File: src/rtl/gal_prog_pkg.sv
// Shared types and counter-width helpers for the GAL fuse-row programming sequencer.
// Optional read-back verify is enabled by defining GAL_PROG_VERIFY_EN.
package gal_prog_pkg;

    typedef enum logic [2:0] {
        IDLE,
        SHIFT,
        PULSE,
        VSTB,
        VSHIFT
    } state_t;

    localparam int DEF_ROW_BITS     = 64;
    localparam int DEF_CLK_DIV      = 4;
    localparam int DEF_PULSE_CYCLES = 1000;

    function automatic int cw(input int n);
        return (n > 1) ? $clog2(n) : 1;
    endfunction

    localparam int DIV_W   = cw(DEF_CLK_DIV);
    localparam int BIT_W   = cw(DEF_ROW_BITS + 1);
    localparam int PULSE_W = cw(DEF_PULSE_CYCLES + 1);

endpackage

File: src/rtl/gal_prog_shifter.sv
// Row shift register with P_SCLK divider; shifts out on falling phase end,
// samples serial input on each rising phase start (dir=1).
module gal_prog_shifter
    import gal_prog_pkg::*;
#(
    parameter int ROW_BITS = 64,
    parameter int CLK_DIV  = 4
) (
    input  logic                clk,
    input  logic                rst_n,
    input  logic                start,
    input  logic                dir,
    input  logic [ROW_BITS-1:0] load,
    input  logic                sdin,
    output logic                sclk,
    output logic                sdout,
    output logic [ROW_BITS-1:0] rdata,
    output logic                bit_done,
    output logic                all_done
);

    localparam int DW = cw(CLK_DIV);
    localparam int BW = cw(ROW_BITS + 1);

    logic                active;
    logic                phase;
    logic                dir_q;
    logic [DW-1:0]       div;
    logic [BW-1:0]       nbit;
    logic [ROW_BITS-1:0] sreg;
    logic                tick;

    assign tick     = active && (div == DW'(CLK_DIV - 1));
    assign bit_done = tick && phase;
    assign all_done = bit_done && (nbit == BW'(ROW_BITS - 1));
    assign sclk     = active & phase;
    assign sdout    = active & ~dir_q & sreg[0];
    assign rdata    = sreg;

    always_ff @(posedge clk or negedge rst_n) begin
        if (!rst_n) begin
            active <= 1'b0;
            phase  <= 1'b0;
            dir_q  <= 1'b0;
            div    <= '0;
            nbit   <= '0;
            sreg   <= '0;
        end else if (start) begin
            active <= 1'b1;
            phase  <= 1'b0;
            dir_q  <= dir;
            div    <= '0;
            nbit   <= '0;
            sreg   <= dir ? '0 : load;
        end else if (active) begin
            div <= tick ? '0 : div + 1'b1;
            // first sample lands in bit 0 after ROW_BITS right shifts
            if (tick && !phase) begin
                phase <= 1'b1;
                if (dir_q)
                    sreg <= {sdin, sreg[ROW_BITS-1:1]};
            end
            if (bit_done) begin
                phase <= 1'b0;
                if (!dir_q)
                    sreg <= sreg >> 1;
                if (all_done)
                    active <= 1'b0;
                else
                    nbit <= nbit + 1'b1;
            end
        end
    end

endmodule

File: src/rtl/gal_prog_sequencer.sv
// GAL fuse-row programming sequencer: shift row, strobe, optional verify.
// Read-back verify (VSTB/VSHIFT, ERR) is built only with GAL_PROG_VERIFY_EN.
module gal_prog_sequencer
    import gal_prog_pkg::*;
#(
    parameter int ROW_BITS     = 64,
    parameter int ADDR_BITS    = 6,
    parameter int CLK_DIV      = 4,
    parameter int PULSE_CYCLES = 1000
) (
    input  logic                 C,
    input  logic                 R_N,
    input  logic                 ROW_VALID,
    output logic                 ROW_READY,
    input  logic [ADDR_BITS-1:0] ROW_ADDR,
    input  logic [ROW_BITS-1:0]  ROW_DATA,
    input  logic                 ROW_LAST,
    input  logic                 ERR_CLR,
    output logic                 P_SCLK,
    output logic                 P_SDOUT,
    input  logic                 P_SDIN,
    output logic [ADDR_BITS-1:0] P_RA,
    output logic                 P_STB,
    output logic                 P_PV,
    output logic                 BUSY,
    output logic                 DONE,
    output logic                 ERR,
    output logic [ADDR_BITS-1:0] ERR_ADDR
);

    localparam int CMAX = (PULSE_CYCLES > CLK_DIV) ? PULSE_CYCLES : CLK_DIV;
    localparam int PW   = cw(CMAX + 1);

    state_t              state, state_n;
    logic [PW-1:0]       cnt, cnt_n;
    logic [ROW_BITS-1:0] data_q;
    logic [ROW_BITS-1:0] rdata;
    logic                last_q;
    logic                start, dir, mism;
    logic                sh_bit, sh_all;

    assign ROW_READY = (state == IDLE);
    assign BUSY      = (state != IDLE);
    assign P_STB     = (state == PULSE) || (state == VSTB);
    assign P_PV      = (state == PULSE);

    gal_prog_shifter #(
        .ROW_BITS (ROW_BITS),
        .CLK_DIV  (CLK_DIV)
    ) u_shift (
        .clk      (C),
        .rst_n    (R_N),
        .start    (start),
        .dir      (dir),
        .load     (ROW_DATA),
        .sdin     (P_SDIN),
        .sclk     (P_SCLK),
        .sdout    (P_SDOUT),
        .rdata    (rdata),
        .bit_done (sh_bit),
        .all_done (sh_all)
    );

    always_comb begin
        state_n = state;
        cnt_n   = cnt;
        start   = 1'b0;
        dir     = 1'b0;
        mism    = 1'b0;
        unique case (state)
            IDLE: begin
                if (ROW_VALID) begin
                    state_n = SHIFT;
                    start   = 1'b1;
                end
            end
            SHIFT: begin
                if (sh_all)
                    state_n = PULSE;
            end
            PULSE: begin
                if (cnt == PW'(PULSE_CYCLES - 1)) begin
                    cnt_n = '0;
`ifdef GAL_PROG_VERIFY_EN
                    state_n = VSTB;
`else
                    state_n = IDLE;
`endif
                end else begin
                    cnt_n = cnt + 1'b1;
                end
            end
`ifdef GAL_PROG_VERIFY_EN
            VSTB: begin
                // shifter start lines up with the first VSHIFT cycle
                if (cnt == PW'(CLK_DIV - 1)) begin
                    cnt_n   = '0;
                    state_n = VSHIFT;
                    start   = 1'b1;
                    dir     = 1'b1;
                end else begin
                    cnt_n = cnt + 1'b1;
                end
            end
            VSHIFT: begin
                if (sh_all) begin
                    state_n = IDLE;
                    mism    = (rdata != data_q);
                end
            end
`else
            VSTB:    state_n = IDLE;
            VSHIFT:  state_n = IDLE;
`endif
            default: state_n = IDLE;
        endcase
    end

    always_ff @(posedge C or negedge R_N) begin
        if (!R_N) begin
            state  <= IDLE;
            cnt    <= '0;
            data_q <= '0;
            last_q <= 1'b0;
            P_RA   <= '0;
            DONE   <= 1'b0;
        end else begin
            state <= state_n;
            cnt   <= cnt_n;
            DONE  <= BUSY && (state_n == IDLE) && last_q;
            if (ROW_VALID && ROW_READY) begin
                data_q <= ROW_DATA;
                last_q <= ROW_LAST;
                P_RA   <= ROW_ADDR;
            end
        end
    end

`ifdef GAL_PROG_VERIFY_EN
    logic unused;
    assign unused = sh_bit;

    always_ff @(posedge C or negedge R_N) begin
        if (!R_N) begin
            ERR      <= 1'b0;
            ERR_ADDR <= '0;
        end else if (mism) begin
            ERR <= 1'b1;
            if (!ERR)
                ERR_ADDR <= P_RA;
        end else if (ERR_CLR) begin
            ERR <= 1'b0;
        end
    end
`else
    logic unused;
    assign unused   = ^{ERR_CLR, rdata, data_q, mism, sh_bit};
    assign ERR      = 1'b0;
    assign ERR_ADDR = '0;
`endif

endmodule

File: config.mk
export PLATFORM = sky130hd
export DESIGN_NAME = gal_prog_sequencer
export DESIGN_NICKNAME = d
export VERILOG_FILES = /design/src/rtl/gal_prog_pkg.sv /design/src/rtl/gal_prog_shifter.sv /design/src/rtl/gal_prog_sequencer.sv
export SDC_FILE = /design/constraint.sdc
export NUM_CORES = 1
export LEC_CHECK = 0
export ABC_AREA = 1
export BUFFER_PORTS_ARGS = -buffer_cell sky130_fd_sc_hd__buf_4
export CORE_MARGIN = 8
export CORE_UTILIZATION = 55
export CTS_CLUSTER_DIAMETER = 30
export DETAILED_ROUTE_END_ITERATION = 16
export GPL_TIMING_DRIVEN = 0
export PLACE_DENSITY_LB_ADDON = 0.2
export SLEW_MARGIN = 30
export SYNTH_ARGS = -nofsm -noshare
export SYNTH_HDL_FRONTEND = slang
export SYNTH_HIERARCHICAL = 1
export SYNTH_SLANG_ARGS = --single-unit
File: constraint.sdc
create_clock -name C -period 2.4 [get_ports C]
set_input_delay 0.12 -clock C [delete_from_list [all_inputs] [get_ports C]]
set_output_delay 0.12 -clock C [all_outputs]
set_load 0.01 [all_outputs]
==> results of run 1 <==
==> worst paths after layout <==
check	cells after the start	end	startpoint	slack, ns
worst min-delay path	3	u_shift/rdata[24]$_DFFE_PN0P_	ROW_DATA[24]	0.009
worst max-delay path	10	u_shift/rdata[58]$_DFFE_PN0P_	state[1]$_DFF_PN0_	0.23
worst max register to register	10	u_shift/rdata[58]$_DFFE_PN0P_	state[1]$_DFF_PN0_	0.23
max in group asynchronous	2	u_shift/rdata[48]$_DFFE_PN0P_	R_N	1.48
min in group asynchronous	2	cnt[2]$_DFFE_PN0N_	R_N	0.39
worst min register to register	2	P_RA[0]$_DFFE_PN0P_	P_RA[0]$_DFFE_PN0P_	0.48
==> cell type report <==
cell class,count,share of cell area
clock inverter,5,0.0126
multi-input combinational,418,0.310
timing repair buffer,153,0.207
inverter,24,0.0153
tap,105,0.0206
buffer,36,0.0322
sequential,97,0.381
clock buffer,10,0.0216
==> power by group through the flow <==
| stage | Clock, mW | Combinational [mW] | Sequential (mW) |
|---|---|---|---|
| 6_report | 1.15 | 1.46 | 2.64 |
| 2_1_floorplan | 0 | 0.972 | 2.57 |
| 3_5_place_dp | 0 | 1.38 | 2.65 |
| 3_3_place_gp | 0 | 1.31 | 2.63 |
| 5_1_grt | 1.25 | 1.67 | 2.72 |
| 4_1_cts | 1.19 | 1.47 | 2.63 |
==> Yosys cell counts (2+ instances only) <==
cell,instances
buf_4,14
nand3b_1,2
nand3_1,140
ha_1,3
clkbuf_1,8
nor2_8,2
dfrtp_1,97
nor2_4,2
xor2_1,4
nand2_2,3
or2_2,2
nor2_2,4
nand2_1,191
a21oi_1,4
inv_1,19
nor2_1,23
nand4_1,6
inv_2,2
o21ai_0,8
nand2_4,4
buf_2,14
==> worst max-delay path: cells and delay by family, from the launching register on <==
kind | cells | cell delay (ns)
buffers and inverters | 5 | 0.90
flip-flops | 1 | 0.46
AND/OR/NAND/NOR | 5 | 0.74
==> layer usage <==
| metal | GRT usage | vias up | part of all wire |
|---|---|---|---|
| met2 | 0.333 | 135 | 0.50 |
| met1 | 0.260 | 2056 | 0.42 |
| met3 | 0.0434 | 21 | 0.058 |
| li1 | - | 2178 | - |
| met4 | 0.0823 | 0 | 0.020 |
| met5 | 0 | - | 0 |
==> kinds of logic (layout without fill, tap and decap cells) <==
| group | Yosys count | in the layout |
|---|---|---|
| AO/OA/AOI/OAI | 19 | 19 |
| XOR/XNOR | 5 | 5 |
| adder cells (fa/ha/maj) | 3 | 3 |
| buffers and inverters | 60 | 228 |
| flip-flops | 97 | 97 |
| other | 1 | 9 |
| AND/OR/NAND/NOR | 382 | 382 |
==> registers in the layout (all words and copies together) (netlist names) <==
| signal | flops |
|---|---|
| DONE | 1 |
| u_shift/nbit | 7 |
| last_q | 1 |
| state | 3 |
| cnt | 10 |
| u_shift/div | 2 |
| P_RA | 6 |
| u_shift/active | 1 |
| u_shift/dir_q | 1 |
| u_shift/rdata | 64 |
| u_shift/phase | 1 |
==> what timing repair did <==
action / in CTS / in global routing
buffers inserted: 0 / 0
hold endpoints to repair: 161 / 1
hold buffers: 65 / 1
setup endpoints to repair: 0 / 1
resized for setup: 0 / 1
==> metrics by stage <==
step,power (mW),setup slack [ns],util,cell area [um2]
floorplan,3.55,0.500,-,4700
global placement,3.94,0.265,0.668,5490
detailed placement,4.03,0.221,0.668,5490
CTS,5.29,0.197,0.774,6360
finish,5.26,0.232,0.776,6380
global route,5.64,0.0700,0.776,6380
==> reports/summary.txt, run 1 <==
status: completed
TNS Setup: 0 ns
Yosys reg bits: 97
Fin. Hold Viols: 0
Die Span X: 108 um
most common cell after layout, fill and taps aside: nand2_1
Via density: 5.18
worst hold slack: 0.00864 ns
max cap viols: 0
global route total overflow: 0
share of cells above drive strength 1: 0.207
Post-synth ARST share: 1.00
Worst-Skew Late Latency: 0.35 ns
Routed WL: 11600 um
Die ar.: 11700 um2
DR pass1 iterations: 4
CP max stage delay: 0.46 ns
maximum clock rate: 461 MHz
area fraction in compound gates after synthesis: 0.0236
Remaining DRCs: 0
CTS H-tree lvls: 3
Initial Util: 0.568
Rel. slew slack: 0.497
Post-Synthesis Cell Area: 4670 um2
CP required: 2.69 ns
CTS tree: built
n_diodes: 0
distinct cell type count of the synthesized netlist: 36
largest net degree at the start of global routing: 98
Net Sw Power: 1.72 mW
area of the multi-input gates: 1980 um2
number of flops mapped to enable cells by yosys: 0
Post-Synth XOR/XNOR Area: 0.00938
startpoint types: register
Synth Instances: 567
# IOs: 96
row cnt: 33
Critical Path AT: 2.46 ns
sw frac: 0.328
slowest CP cell: dfrtp_1
Primary FF master, synth: dfrtp_1
crit path cell chain: nor3_4 -> nand2_4 -> clkinv_4 -> buf_4 -> inv_2 -> nor2_1 -> buf_2 -> buf_2 -> nand2_1 -> nand3_1
PwrDens: 824 nW/um2
sequential power share: 0.502
final setup fails: 0
most frequent cells in the layout: nand2_1 (191), nand3_1 (140), buf_4 (100)
largest family of logic cells by synthesized area: simple AND/OR/NAND/NOR gates
CTS Buffer Depth: 2
max-slew violations: 0
Nets: 818
sequential cell area: 2430 um2
CP dominant cell by count: buf_2
initial antenna violation count: 0
mux share of post-synthesis cell area: 0
total CTS buffers: 9
Avg Cell Area, Syn: 8.24 um2
Setup CP Type: reg2reg
area grow syn2layout: 36.5%
maximum vdd drop: 0.451 mV
Gate power share: 0.279
Core Region: 8220 um2
Slew @ Worst Pin: 0.754 ns
Synth Warn #: 6
post-DR wirelength/cell: 13.7 um
CP endpoint kind: register
Cell Int Power: 3.53 mW
clk slew on worst S/H paths: 0.09 ns
Detailed Route Iter0 Violations: 239
Max Clock Skew: 0.0105 ns
Seq/Total Area, Yosys: 0.520
placed cell count: 767
vias in the first global route: 4331
Finished Layout Cells: 848
PortBufs: 87
top cells by area, synth: dfrtp_1 (52%), nand2_1 (15%), nand3_1 (15%)
GPL Wtd Cong: 0.823
# fillers: 574
Crit Path Max Fanout: 10
Tmin final: 2.17 ns
RSZ-0062 raised after global routing: false
clock power share: 0.219
Leakage: 3.21 nW
Final HPWL DP: 7560 um
Hold Crit Class: in2reg
root buffer cell: clkbuf_8
Final Cycle Share: 0.903
first-pass GRT wire length: 19700 um
die height: 108 um
post-synthesis simple-gate area fraction: 0.374
DR vias: 4390
clock sinks: 97
Synth top area share: 0.520
gr usage total: 0.205
Adder-Cell Fraction of Synth Area: 0.00804
DRT antenna net count: 0
area leader, netlist: dfrtp_1
(Power assumes the default switching activity.)
==> run 2, diff against run 1 <==
- BUFFER_PORTS_ARGS: -buffer_cell sky130_fd_sc_hd__buf_4 -> not set
- CORE_UTILIZATION: 55 -> 56
- CTS_BUF_LIST: not set -> sky130_fd_sc_hd__clkbuf_2 sky130_fd_sc_hd__clkbuf_4 sky130_fd_sc_hd__clkbuf_8
- DONT_BUFFER_PORTS: not set -> 1
==> run 2 against run 1 <==
  * Core utilization down 5.0 points
  * Global-route usage down 0.48 points
  * Clock skew up 0.0047 ns
  * Critical endpoint is now u_shift/rdata[23]$_DFFE_PN0P_
  * Highest routed layer unchanged
==> reports/summary.txt, run 2 (same netlist as run 1, synthesis figures left out) <==
n_diodes: 0 (unchanged)
PwrDens: 877 nW/um2 (+6.4%)
RSZ-0062 raised after global routing: false
Remaining DRCs: 0 (unchanged)
CP required: 2.69 ns (about the same)
crit path cell chain: nor3_4 -> nand2_4 -> clkinv_4 -> buf_4 -> inv_2 -> nor2_1 -> clkbuf_1 -> nand2_1 -> nand3_1
Buf/Inv on CP: 4 (-1)
total CTS buffers: 9 (unchanged)
Leakage: 2.87 nW (-11%)
TNS Setup: 0 ns (unchanged)
Final Cycle Share: 0.921 (+0.0180)
share of cells above drive strength 1: 0.103 (-0.105)
Nets: 747 (-8.7%)
CTS Buffer Depth: 2 (unchanged)
Final HPWL DP: 7080 um (-6.4%)
Die ar.: 11500 um2 (-1.5%)
die height: 107 um (-0.77%)
total power: 5.18 mW (-1.4%)
DRT antenna net count: 0 (unchanged)
first-pass GRT wire length: 18900 um (-3.7%)
# fillers: 608 (+5.9%)
launching point of the worst reg2reg path: state[0]$_DFF_PN0_
maximum clock rate: 452 MHz (-2.0%)
slowest CP cell: dfrtp_1
gr usage total: 0.200 (-0.00479)
Worst-Skew Late Latency: 0.36 ns (about the same)
Tmin final: 2.21 ns (+0.0433 ns)
Core Region: 8130 um2 (-1.0%)
maximum vdd drop: 0.484 mV (+7.2%)
max reg flops: 64 (unchanged)
most common cell after layout, fill and taps aside: nand2_1
max-slew violations: 0 (unchanged)
Worst Setup SP: state[0]$_DFF_PN0_
sequential cell area: 2430 um2 (unchanged)
worst hold slack: 0.347 ns (+0.339 ns)
clock sinks: 97 (unchanged)
Final Core Density: 0.726 (-0.0497)
CTS tree: built
post-DR wirelength/cell: 14.3 um (+4.2%)
Initial Util: 0.574 (+0.00577)
placed cell count: 680 (-11%)
clk slew on worst S/H paths: 0.09 ns (about the same)
Setup CP Type: reg2reg
row cnt: 33 (unchanged)
largest net degree at the start of global routing: 98 (unchanged)
GPL Wtd Cong: 0.821 (-0.34%)
root buffer cell: clkbuf_8
# IOs: 96 (unchanged)
Die Span X: 107 um (-0.77%)
Max Clock Skew: 0.0151 ns (+0.00467 ns)
Finished Layout Cells: 778 (-8.3%)
final setup fails: 0 (unchanged)
Routed WL: 11100 um (-4.4%)
Critical Path AT: 2.50 ns (+0.04 ns)
Hold Crit Class: in2async
status: completed
startpoint types: register
initial antenna violation count: 0 (unchanged)
CP max stage delay: 0.45 ns (about the same)
area of the multi-input gates: 1980 um2 (unchanged)
Detailed Route Iter0 Violations: 268 (+12%)
CP endpoint kind: register
CTS H-tree lvls: 3 (unchanged)
max cap viols: 0 (unchanged)
Crit Path Max Fanout: 10 (unchanged)
DR vias: 4113 (-6.3%)
cell family with most CP delay: simple AND/OR/NAND/NOR gates
vias in the first global route: 4033 (-6.9%)
R2R Setup Slk: 0.19 ns (-0.04 ns)
DR pass1 iterations: 6 (+2)
area grow syn2layout: 26.5%
Fin. Hold Viols: 0 (unchanged)
most frequent cells in the layout: nand2_1 (191), nand3_1 (140), dfrtp_1 (97)
PortBufs: 0 (-100%)
Via density: 5.29 (+2.1%)
global route total overflow: 0 (unchanged)
run 2: path summary, 6_finish.rpt:
| kind | end | depth (start not counted) |
|---|---|---|
| min in group C | u_shift/rdata[2]$_DFFE_PN0P_ | 3 |
| max in group asynchronous | u_shift/rdata[35]$_DFFE_PN0P_ | 2 |
| setup / recovery | u_shift/rdata[23]$_DFFE_PN0P_ | 9 |
| setup reg to reg | u_shift/rdata[23]$_DFFE_PN0P_ | 9 |
| hold / removal | cnt[6]$_DFFE_PN0N_ | 2 |
| hold reg to reg | u_shift/rdata[25]$_DFFE_PN0P_ | 2 |
run 2: area by class of cell:
cell class	count	share of cell area
plain buffers	36	0.0360
inverters	24	0.0165
flip-flops and latches	97	0.411
multi-input cells	418	0.335
well taps	105	0.0222
clock inverters	6	0.0157
clock buffers	10	0.0222
repair buffers	82	0.142
run 2: timing repair:
item	in CTS	in global routing
resized for setup	0	4
hold buffers	82	0
hold endpoints to repair	169	0
setup buffers	0	0
endpoints found under the setup margin	0	59
run 2: metal layers:
| layer | vias to the layer above | GRT usage | part of all wire |
|---|---|---|---|
| li1 | 2033 | - | - |
| met1 | 1972 | 0.257 | 0.44 |
| met2 | 95 | 0.323 | 0.49 |
| met3 | 13 | 0.0575 | 0.057 |
| met4 | 0 | 0.0533 | 0.012 |
| met5 | - | 0 | 0 |
run 2: stage by stage:
step           instance area, um2  worst slack, ns
2_1_floorplan                4700            0.500
3_3_place_gp                 4830            0.137
3_5_place_dp                 4830           0.0866
4_1_cts                      5890           0.0485
5_1_grt                      5910           0.0298
6_report                     5910            0.189
run 2: report_power, final:
part,internal [mW],switching (mW)
registers,2.26,0.386
logic,0.590,0.771
clock network,0.602,0.572
==> run 3, diff against run 2 <==
- SYNTH_HIERARCHICAL: 1 -> not set
==> run 3 against run 2 <==
  * Design area shrank 2.8%
  * Cell count shrank 0.90%
  * Hold slack lost 0.24 ns
  * Register-to-register slack gained 0.55 ns
  * Sequential cell count shrank 1
  * Core utilization shrank 1.7 points
  * Critical path depth shrank 2
  * Clock skew shrank 0.0072 ns
  * Via count shrank 0.95%
  * Largest cell class unchanged
==> reports/summary.txt, run 3 <==
Seq/Total Area, Yosys: 0.521 (+0.00134)
total CTS buffers: 9 (unchanged)
Yosys reg bits: 96 (-1.0%)
max reg flops: 64 (unchanged)
row cnt: 33 (unchanged)
PortBufs: 0 (unchanged)
root buffer cell: clkbuf_8
most common cell after layout, fill and taps aside: nand2_1
CP required: 2.67 ns (-0.02 ns)
CP endpoint kind: register
clock sinks: 96 (-1.0%)
Via density: 5.28 (about the same)
Detailed Route Iter0 Violations: 251 (-6.3%)
Final Cycle Share: 0.692 (-0.229)
TNS Setup: 0 ns (unchanged)
# IOs: 96 (unchanged)
Primary FF master, synth: dfrtp_1
DR pass1 iterations: 4 (-2)
max cap viols: 0 (unchanged)
clk slew on worst S/H paths: 0.09 ns (about the same)
total power: 5.29 mW (+2.0%)
CTS Buffer Depth: 2 (unchanged)
Initial Util: 0.570 (-0.00449)
Commonest cells post-synth: nand2_1 (207), dfrtp_1 (96), nor2_1 (79)
startpoint types: register
Leakage: 2.73 nW (-4.6%)
Post-Synth XOR/XNOR Area: 0.0114 (+0.00202)
initial antenna violation count: 0 (unchanged)
Fin. Hold Viols: 0 (unchanged)
distinct cell type count of the synthesized netlist: 31 (-14%)
slowest CP cell: dfrtp_1
Synth Warn #: 0 (-6)
Core Region: 8090 um2 (-0.51%)
share of cells above drive strength 1: 0.0916 (-0.0109)
mux share of post-synthesis cell area: 0.00244 (+0.00244)
Avg Cell Area, Syn: 8.09 um2 (-1.8%)
final setup fails: 0 (unchanged)
Hold Crit Class: in2reg
Synth Instances: 570 (+0.53%)
area leader, netlist: dfrtp_1
maximum clock rate: 602 MHz (+33%)
Die Span X: 107 um (-0.55%)
Remaining DRCs: 0 (unchanged)
Max Clock Skew: 0.00790 ns (-0.00724 ns)
global route total overflow: 0 (unchanged)
cell family with most CP delay: buffers and inverters
die height: 107 um (-0.55%)
maximum vdd drop: 0.520 mV (+7.6%)
Worst-Skew Late Latency: 0.35 ns (about the same)
max-slew violations: 0 (unchanged)
post-DR wirelength/cell: 14.8 um (+3.9%)
RSZ-0062 raised after global routing: false
DRT antenna net count: 0 (unchanged)
Nets: 740 (-0.94%)
number of flops mapped to enable cells by yosys: 0 (unchanged)
fin worst setup slack: 0.738 ns (+0.549 ns)
CP max stage delay: 0.39 ns (-0.06 ns)
gr usage total: 0.209 (+0.00917)
most frequent cells in the layout: nand2_1 (207), dfrtp_1 (96), nor2_1 (79)
Setup CP Type: reg2reg
Routed WL: 11400 um (+3.0%)
Buf/Inv on CP: 2 (-2)
Post-Synthesis Cell Area: 4610 um2 (-1.3%)
Crit Path Max Fanout: 10 (unchanged)
Tmin final: 1.66 ns (-0.549 ns)
PwrDens: 921 nW/um2 (+5.0%)
Post-Place Worst Slack: 0.774 ns (+0.687 ns)
status: completed
Adder-Cell Fraction of Synth Area: 0.00814 (+0.000105)
largest family of logic cells by synthesized area: simple AND/OR/NAND/NOR gates
DR vias: 4074 (-0.95%)
Synth top area share: 0.521 (+0.00134)
n_diodes: 0 (unchanged)
post-synthesis simple-gate area fraction: 0.275 (-0.0983)
CTS tree: built
Critical Path AT: 1.93 ns (-0.57 ns)
area grow syn2layout: 24.5%
CTS H-tree lvls: 3 (unchanged)
top cells by area, synth: dfrtp_1 (52%), nand2_1 (17%), a31oi_1 (8.3%)
area fraction in compound gates after synthesis: 0.103 (+0.0795)
crit path cell chain: ha_1 -> nand2_2 -> nor2_4 -> inv_4 -> clkbuf_1 -> nand2_1 -> a31oi_1
Final HPWL DP: 7290 um (+2.9%)
vias in the first global route: 4103 (+1.7%)
top-count cell post-synth: nand2_1
Die ar.: 11400 um2 (-1.1%)
largest net degree at the start of global routing: 97 (-1.0%)
GPL Wtd Cong: 0.826 (+0.66%)
Post-synth ARST share: 1.00 (unchanged)
first-pass GRT wire length: 19500 um (+2.8%)
-- run 3: kinds of logic (layout without fill, tap and decap cells) --
logic type / count (synthesis) / after routing
fa+ha+maj: 3 / 3
flops: 96 / 96
mux: 1 / 1
xor+xnor: 6 / 6
other cells: 1 / 8
compound gates: 75 / 75
simple gates: 320 / 320
buf+inv: 68 / 157
-- run 3: stage by stage --
step / util / hold slack [ns] / instance area (um2) / instances
3_3_place_gp: 0.589 / -0.173 / 4770 / 682
4_1_cts: 0.709 / 0.0968 / 5740 / 771
3_5_place_dp: 0.589 / -0.172 / 4770 / 682
2_1_floorplan: - / -0.176 / 4640 / 577
6_report: 0.709 / 0.107 / 5740 / 771
5_1_grt: 0.709 / 0.123 / 5740 / 771
-- run 3: repair_timing --
action / CTS / global route
gates resized for setup: 0 / 0
buffers inserted: 0 / 0
hold buffers: 73 / 0
hold endpoints to repair: 167 / 0
-- run 3: worst paths after layout --
path | depth (start not counted) | slack [ns] | from | end
max reg2reg | 7 | 0.74 | u_shift.div[0]$_DFFE_PN0P_ | u_shift.rdata[45]$_DFFE_PN0P_
min reg2reg | 2 | 0.49 | u_shift.rdata[63]$_DFFE_PN0P_ | u_shift.rdata[63]$_DFFE_PN0P_
min | 4 | 0.11 | ROW_VALID | u_shift.nbit[5]$_DFFE_PN0P_
max | 7 | 0.74 | u_shift.div[0]$_DFFE_PN0P_ | u_shift.rdata[45]$_DFFE_PN0P_
max in group asynchronous | 2 | 1.69 | R_N | u_shift.rdata[28]$_DFFE_PN0P_
min in group asynchronous | 2 | 0.33 | R_N | cnt[0]$_DFFE_PN0P_
-- run 3: per-layer routing --
layer	vias to the layer above	track usage	part of all wire
li1	2003	-	-
met1	1945	0.271	0.45
met2	108	0.344	0.49
met3	18	0.0414	0.040
met4	0	0.0693	0.016
met5	-	0	0
-- run 3: cell type report --
| class | count | area [um2] |
|---|---|---|
| Fill cell | 634 | 2350 |
| Buffer | 38 | 243 |
| Sequential cell | 96 | 2400 |
| Inverter | 30 | 115 |
| Tap cell | 105 | 131 |
| Multi-Input combinational cell | 413 | 1880 |
| Timing Repair Buffer | 73 | 748 |
| Clock buffer | 11 | 145 |
| Clock inverter | 5 | 80.1 |
-- run 3: report_power, final --
| part | switching, mW | internal, mW |
|---|---|---|
| Sequential | 0.386 | 2.24 |
| Clock | 0.559 | 0.626 |
| Combinational | 0.799 | 0.676 |
| Total | 1.74 | 3.54 |
-- run 3: tightest hold or removal path, delay by kind of cell --
kind               cells  cell delay, ns
and+or+nand+nor        3            0.18
AOI/OAI and AO/OA      1            0.12
